### config.mk
export PLATFORM = sky130hd
export DESIGN_NAME = fp_convert_unit
export DESIGN_NICKNAME = d
export VERILOG_FILES = /design/src/rtl/fp_pkg.sv /design/src/rtl/lead_zero_count.sv /design/src/rtl/fp_convert_unit.sv
export SDC_FILE = /design/constraint.sdc
export NUM_CORES = 1
export LEC_CHECK = 0
export ABC_AREA = 1
export BUFFER_PORTS_ARGS = -buffer_cell sky130_fd_sc_hd__buf_2
export CAP_MARGIN = 25
export CORE_MARGIN = 8
export CORE_UTILIZATION = 50
export DETAILED_ROUTE_END_ITERATION = 12
export PLACE_DENSITY = 0.68
export REMOVE_ABC_BUFFERS = 1
export SYNTH_ARGS = -nofsm -noshare
export SYNTH_HDL_FRONTEND = slang
export SYNTH_SLANG_ARGS = --single-unit
### constraint.sdc
create_clock -name clk -period 2.89 [get_ports clk]
set_input_delay 0.7225 -clock clk [delete_from_list [all_inputs] [get_ports clk]]
set_output_delay 0.7225 -clock clk [all_outputs]
set_load 0.005 [all_outputs]
### src/rtl/fp_pkg.sv
// Shared constants and float field helpers for the PinKY int/float conversion unit.
package fp_pkg;

  localparam logic [4:0] OP_ITOF = 5'b10010;
  localparam logic [4:0] OP_FTOI = 5'b10011;

  localparam int unsigned DEFAULT_BIAS = 127;

  localparam logic [1:0] IDLE   = 2'd0;
  localparam logic [1:0] UNPACK = 2'd1;
  localparam logic [1:0] NORM   = 2'd2;
  localparam logic [1:0] ROUND  = 2'd3;

  // Layout is {sign, exp[exp_w], mant[mant_w]}, LSB-aligned in a 64-bit carrier.
  function automatic logic fld_sign(input logic [63:0] w, input int unsigned int_w);
    return w[int_w-1];
  endfunction

  function automatic logic [63:0] fld_exp(input logic [63:0] w, input int unsigned exp_w,
                                          input int unsigned mant_w);
    return (w >> mant_w) & ((64'd1 << exp_w) - 64'd1);
  endfunction

  function automatic logic [63:0] fld_mant(input logic [63:0] w, input int unsigned mant_w);
    return w & ((64'd1 << mant_w) - 64'd1);
  endfunction

  function automatic logic [63:0] fld_pack(input logic sign, input logic [63:0] exp,
                                           input logic [63:0] mant, input int unsigned exp_w,
                                           input int unsigned mant_w);
    logic [63:0] e_m;
    logic [63:0] m_m;
    e_m = exp & ((64'd1 << exp_w) - 64'd1);
    m_m = mant & ((64'd1 << mant_w) - 64'd1);
    return ({63'd0, sign} << (exp_w + mant_w)) | (e_m << mant_w) | m_m;
  endfunction

endpackage

### src/rtl/lead_zero_count.sv
// Combinational leading-zero counter; an all-zero input yields WIDTH.
module lead_zero_count #(
  parameter int unsigned WIDTH = 16
) (
  input  logic [WIDTH-1:0]         data_i,
  output logic [$clog2(WIDTH):0]   count_o
);

  localparam int unsigned CW = $clog2(WIDTH) + 1;

  // Scan upward so the most significant set bit writes last.
  always_comb begin
    count_o = CW'(WIDTH);
    for (int i = 0; i < int'(WIDTH); i++) begin
      if (data_i[i]) begin
        count_o = CW'(int'(WIDTH) - 1 - i);
      end
    end
  end

endmodule

### src/rtl/fp_convert_unit.sv
// Fixed-latency int<->float converter: itof with selectable rounding, ftoi with saturation.
module fp_convert_unit
  import fp_pkg::*;
#(
  parameter int unsigned INT_W       = 16,
  parameter int unsigned EXP_W       = 8,
  parameter int unsigned MANT_W      = 7,
  parameter int unsigned BIAS        = DEFAULT_BIAS,
  parameter logic        RND_DEFAULT = 1'b1
) (
  input  logic             clk,
  input  logic             reset_n,
  input  logic             start,
  input  logic [4:0]       op,
  input  logic             rnd_mode,
  input  logic [INT_W-1:0] operand,
  output logic             ready,
  output logic             done,
  output logic [INT_W-1:0] result,
  output logic             inexact,
  output logic             overflow,
  output logic             invalid
);

  localparam int unsigned LZW = $clog2(INT_W) + 1;
  localparam int unsigned XW  = EXP_W + 1;
  localparam logic [XW-1:0]    EXP_MAX = {1'b0, {EXP_W{1'b1}}};
  localparam logic [INT_W-1:0] INT_MAX = {1'b0, {(INT_W-1){1'b1}}};
  localparam logic [INT_W-1:0] INT_MIN = {1'b1, {(INT_W-1){1'b0}}};
  localparam logic [INT_W-1:0] STICKY_MASK = INT_W'((64'd1 << (INT_W - 2 - MANT_W)) - 64'd1);

  if (1 + EXP_W + MANT_W != INT_W) begin : g_bad_layout
    $fatal(1, "fp_convert_unit: 1+EXP_W+MANT_W must equal INT_W");
  end

  logic [1:0]        state_q, state_d;
  logic [4:0]        op_q;
  logic              rnd_q;
  logic [INT_W-1:0]  opnd_q;
  logic              sign_q;
  logic [INT_W-1:0]  mag_q;
  logic [EXP_W-1:0]  fexp_q;
  logic [MANT_W-1:0] fmant_q;
  logic [INT_W-1:0]  norm_q;
  logic [XW-1:0]     nexp_q;
  logic              zero_q;
  logic              done_q;
  logic [INT_W-1:0]  result_q, result_d;
  logic              inexact_q, inexact_d;
  logic              overflow_q, overflow_d;
  logic              invalid_q, invalid_d;
  logic [LZW-1:0]    lz_cnt;

  lead_zero_count #(
    .WIDTH(INT_W)
  ) u_lzc (
    .data_i (mag_q),
    .count_o(lz_cnt)
  );

  always_comb begin
    state_d = state_q;
    case (state_q)
      IDLE:    if (start) state_d = UNPACK;
      UNPACK:  state_d = NORM;
      NORM:    state_d = ROUND;
      default: state_d = IDLE;
    endcase
  end

  // itof rounding terms
  logic [MANT_W-1:0] mant_t;
  logic              g_bit, s_bit, inc;
  logic [MANT_W:0]   mant_sum;
  logic [XW-1:0]     exp_r;
  // ftoi shift terms
  logic [XW-1:0]     fexp_x, e_x, lsh, rsh;
  logic [INT_W-1:0]  sig, mag_f, lost;

  always_comb begin
    mant_t   = norm_q[INT_W-2 -: MANT_W];
    g_bit    = norm_q[INT_W-2-MANT_W];
    s_bit    = |(norm_q & STICKY_MASK);
    inc      = rnd_q & g_bit & (s_bit | mant_t[0]);
    mant_sum = {1'b0, mant_t} + {{MANT_W{1'b0}}, inc};
    exp_r    = nexp_q + {{EXP_W{1'b0}}, mant_sum[MANT_W]};

    fexp_x = {1'b0, fexp_q};
    e_x    = fexp_x - XW'(BIAS);
    lsh    = e_x - XW'(MANT_W);
    rsh    = XW'(MANT_W) - e_x;
    sig    = INT_W'({1'b1, fmant_q});
    mag_f  = (e_x >= XW'(MANT_W)) ? (sig << lsh) : (sig >> rsh);
    lost   = sig & ((INT_W'(1) << rsh) - INT_W'(1));

    result_d   = '0;
    inexact_d  = 1'b0;
    overflow_d = 1'b0;
    invalid_d  = 1'b0;

    case (op_q)
      OP_ITOF: begin
        if (!zero_q) begin
          inexact_d = g_bit | s_bit;
          if (exp_r >= EXP_MAX) begin
            result_d   = INT_W'(fld_pack(sign_q, 64'(EXP_MAX), 64'd0, EXP_W, MANT_W));
            overflow_d = 1'b1;
          end else begin
            result_d = INT_W'(fld_pack(sign_q, 64'(exp_r), 64'(mant_sum), EXP_W, MANT_W));
          end
        end
      end
      OP_FTOI: begin
        if (fexp_q == '0) begin
          inexact_d = |fmant_q;
        end else if (&fexp_q && |fmant_q) begin
          invalid_d = 1'b1;
        end else if (&fexp_q) begin
          result_d   = sign_q ? INT_MIN : INT_MAX;
          overflow_d = 1'b1;
        end else if (fexp_x < XW'(BIAS)) begin
          inexact_d = 1'b1;
        end else if (e_x >= XW'(INT_W - 1)) begin
          // -2^(INT_W-1) is the one representable value at this magnitude
          if (sign_q && e_x == XW'(INT_W - 1) && fmant_q == '0) begin
            result_d = INT_MIN;
          end else begin
            result_d   = sign_q ? INT_MIN : INT_MAX;
            overflow_d = 1'b1;
          end
        end else begin
          result_d  = sign_q ? (~mag_f + INT_W'(1)) : mag_f;
          inexact_d = (e_x < XW'(MANT_W)) && (|lost);
        end
      end
      default: invalid_d = 1'b1;
    endcase
  end

  always_ff @(posedge clk or negedge reset_n) begin
    if (!reset_n) begin
      state_q    <= IDLE;
      op_q       <= '0;
      rnd_q      <= RND_DEFAULT;
      opnd_q     <= '0;
      sign_q     <= 1'b0;
      mag_q      <= '0;
      fexp_q     <= '0;
      fmant_q    <= '0;
      norm_q     <= '0;
      nexp_q     <= '0;
      zero_q     <= 1'b0;
      done_q     <= 1'b0;
      result_q   <= '0;
      inexact_q  <= 1'b0;
      overflow_q <= 1'b0;
      invalid_q  <= 1'b0;
    end else begin
      state_q <= state_d;
      done_q  <= 1'b0;
      case (state_q)
        IDLE: begin
          if (start) begin
            op_q   <= op;
            rnd_q  <= rnd_mode;
            opnd_q <= operand;
          end
        end
        UNPACK: begin
          sign_q  <= fld_sign(64'(opnd_q), INT_W);
          mag_q   <= opnd_q[INT_W-1] ? (~opnd_q + INT_W'(1)) : opnd_q;
          fexp_q  <= EXP_W'(fld_exp(64'(opnd_q), EXP_W, MANT_W));
          fmant_q <= MANT_W'(fld_mant(64'(opnd_q), MANT_W));
        end
        NORM: begin
          norm_q <= mag_q << lz_cnt;
          nexp_q <= XW'(BIAS) + XW'(INT_W - 1) - XW'(lz_cnt);
          zero_q <= (lz_cnt == LZW'(INT_W));
        end
        default: begin
          result_q   <= result_d;
          inexact_q  <= inexact_d;
          overflow_q <= overflow_d;
          invalid_q  <= invalid_d;
          done_q     <= 1'b1;
        end
      endcase
    end
  end

  assign ready    = (state_q == IDLE);
  assign done     = done_q;
  assign result   = result_q;
  assign inexact  = inexact_q;
  assign overflow = overflow_q;
  assign invalid  = invalid_q;

endmodule

==> reports/results.tsv <==
stage	metric	value	unit
floorplan	fp.dieH	137.1	um
synthesis	postSynthCellCount	1079	
clock_tree	htreeDepth	3	
global_routing	grt_pass1_vias	7551	
clock_tree	numCtsBuffers	9	
route	drt-initial-drc-count	619	
final_layout	final_util	68.77	%
run_status	failed_checks	setup timing	
floorplan	fp-row-count	44	
synthesis	synth_area	7333	um^2
final_layout	num-nets-final	1307	
placement	hpwlAfterDp	15740	um
timing	hold_viol	0	
synthesis	avgSynthCellArea	6.796	um^2
clock_tree	cts_buffer_depth	2	
route	wl_per_cell	15.39	um
synthesis	synth_flop_cell	dfrtp_1	
synthesis	synth-seq-area-share	33.80	%
run_status	status	finished with violations	
final_layout	fin_area	9920	um^2
timing	finalMaxSlewViolations	0	
floorplan	io_pins	46	
clock_tree	cts_tree	yes	
global_routing	antenna_found_initial	0	
clock_tree	clkSinkCount	99	
flow_run	drv_cap	0	
synthesis	synth.distinct_cells	50	
setup_path	crit_type	flip-flop to flip-flop	
setup_path	critPathMostFrequentCell	nand2_2	
setup_path	cp-start-kind	flip-flop	
clock_tree	cts.clk_slew.worst_paths	0.08	ns
setup_path	critPathRequiredTime	3.14	ns
timing	fmax	314.7	MHz
timing	worst_slack	-0.2879	ns
synthesis	synth_edf_count	0	
timing	setup_viol	18	
setup_path	cp.arrival	3.43	ns
timing	worst_pin_slew	0.5173	ns
synthesis	ys_ff_latch	99	
synthesis	yosys_warnings	0	
setup_path	end_kind	flip-flop	
placement	port_buffers	45	
clock_tree	cts-hold-fix-buffers	0	
final_layout	area_growth	35.27	%
global_routing	gr-usage-all-layers	23.71	%
setup_path	worstPathMaxFanout	5	
min_path	worstHoldPathType	input pin to async pin	
floorplan	start_util	50.84	%
global_routing	grt_max_degree	48	
timing	layout_min_cycle_time	3.178	ns
timing	hold_slack	0.3012	ns
synthesis	async_flop_share	100.0	%
timing	fin_skew	0.01020	ns
power	peakVddDrop	0.6282	mV
route	routed_via_density	5.512	
setup_path	critPathSlowestCell	dfrtp_1	
clock_tree	root_buffer	clkbuf_16	
placement	placed_area	8589	um^2
setup_path	crit_path_max_incr_delay	0.41	ns
power	power_leakage	4.765	nW
power	power_density	1379	nW/um^2
route	vias	7993	
global_routing	overflow	0	
timing	relSlewSlack	65.48	%
route	drc	0	
route	dr.pass1.iters	9	
final_layout	drive_gt1_share	33.49	%
route	drt_wl_total	22320	um
placement	place_congestion	0.9508	
timing	timing.final.crit_share	110.0	%
floorplan	core	14420	um^2
final_layout	stdcell_count	1450	
placement	dp.cells	1399	
floorplan	die_w	137.1	um
power	p_total	0.01368	W
global_routing	grt_first_pass_wirelength	35670	um
clock_tree	insertion_delay	0.36	ns
route	antenna_left	0	
final_layout	diodes	0	
timing	rsz0062_at_grt	yes	
floorplan	die_area	18800	um^2
metal layers:
metal | GRT usage [%] | vias up | share of wire [%]
met1 | 30.25 | 3669 | 43
li1 | - | 3966 | -
met4 | 11.47 | 0 | 4.2
met3 | 3.524 | 75 | 5.7
met5 | 0 | - | 0
met2 | 38.55 | 283 | 47
metrics by stage:
stage | TNS (ns) | worst slack (ns)
4_1_cts | -2.126 | -0.1600
2_1_floorplan | -10.08 | -0.7362
3_3_place_gp | -5.303 | -0.3613
3_5_place_dp | -5.869 | -0.4339
6_report | -3.609 | -0.2879
5_1_grt | -7.564 | -0.4866
cells by family after synthesis:
group | share of synthesized area, %
mux | 2.286
compound gates | 15.48
fa+ha+maj | 3.583
xor+xnor | 0.5971
buf+inv | 9.248
flops | 33.80
simple gates | 35.01
critical path: cells and delay by family (launching register included):
kind / cells / cell delay [ns]
AO/OA/AOI/OAI: 4 / 0.48
adder cells (fa/ha/maj): 2 / 0.35
buffers and inverters: 4 / 0.38
flip-flops: 1 / 0.41
AND/OR/NAND/NOR: 16 / 1.46
synthesized netlist by cell type (2+ instances only):
cell type / instances / area (um^2)
nand4_2: 3 / 37.54
o21ai_0: 103 / 515.5
a22oi_1: 4 / 30.03
nor2_1: 111 / 416.7
nor4_1: 9 / 56.30
o221ai_1: 2 / 17.52
nand3_2: 3 / 30.03
o21ai_1: 6 / 30.03
ha_1: 21 / 262.8
nor2_2: 7 / 43.79
nand2_1: 251 / 942.2
dfrtp_1: 98 / 2452
clkbuf_1: 25 / 93.84
nor3b_1: 2 / 15.01
nor2_4: 5 / 56.30
o211ai_1: 3 / 22.52
a31oi_1: 12 / 75.07
buf_6: 5 / 56.30
a22o_1: 2 / 17.52
o21a_1: 2 / 15.01
nand3b_1: 2 / 15.01
mux2_2: 14 / 157.7
nand4_1: 39 / 244.0
inv_2: 10 / 37.54
inv_1: 116 / 435.4
o31ai_1: 2 / 15.01
nand2_2: 24 / 150.1
nor3_1: 19 / 95.09
xor2_1: 5 / 43.79
buf_4: 2 / 15.01
o22ai_1: 4 / 25.02
or2_2: 6 / 37.54
buf_2: 6 / 30.03
nand3_1: 82 / 410.4
a21oi_1: 59 / 295.3
power breakdown:
part	internal (W)	total, W	switching, W
combinational	0.00396	0.00966	0.00570
sequential	0.00207	0.00264	0.000568
clock	0.000801	0.00138	0.000578
registers in the layout, summed over array words and instances, names as in the netlist:
signal    count
done          1
fexp_q        8
fmant_q       6
inexact       1
invalid       1
mag_q        16
nexp_q        8
norm_q       15
op_q          5
opnd_q       16
overflow      1
result       16
rnd_q         1
sign_q        1
state_q       2
zero_q        1
area by class of cell:
class / count / area (um^2)
clock buffer: 10 / 239.0
clock inverter: 6 / 100.1
fill: 1202 / 4504
inverter: 128 / 490.5
multi-input combinational: 815 / 4828
sequential: 99 / 2479
tap: 184 / 230.2
timing repair buffer: 208 / 1553
cell usage in the layout, fill, tap and decap left out, types with 19 or more instances in the layout:
master   instances
nand3_1         63
a21oi_1         45
buf_4          144
dfrtp_1         98
nor2_1          91
inv_1          105
o21ai_0         91
nand2_2         43
nand2_4         19
nand4_1         39
nand3_2         19
buf_2           44
nand2_1        215
what timing repair did:
item,in CTS,in global routing
gates cloned,1,0
pin swaps,82,45
endpoints found under the setup margin,18,21
resized for setup,138,59
setup buffers,28,7
hold endpoints to repair,0,0
final timing paths:
check / cells past startpoint / start / to / slack (ns)
setup / recovery: 26 / fexp_q[1]$_DFFE_PN0N_ / result[13]$_DFFE_PN0P_ / -0.29
hold / removal: 1 / reset_n / opnd_q[11]$_DFFE_PN0P_ / 0.30
setup reg to reg: 26 / fexp_q[1]$_DFFE_PN0N_ / result[13]$_DFFE_PN0P_ / -0.29
hold reg to reg: 2 / invalid$_DFFE_PN0P_ / invalid$_DFFE_PN0P_ / 0.49
max in group asynchronous: 2 / reset_n / result[5]$_DFFE_PN0P_ / 1.88
min in group clk: 2 / invalid$_DFFE_PN0P_ / invalid$_DFFE_PN0P_ / 0.49
Note: power is estimated with default switching activity, not from simulation.
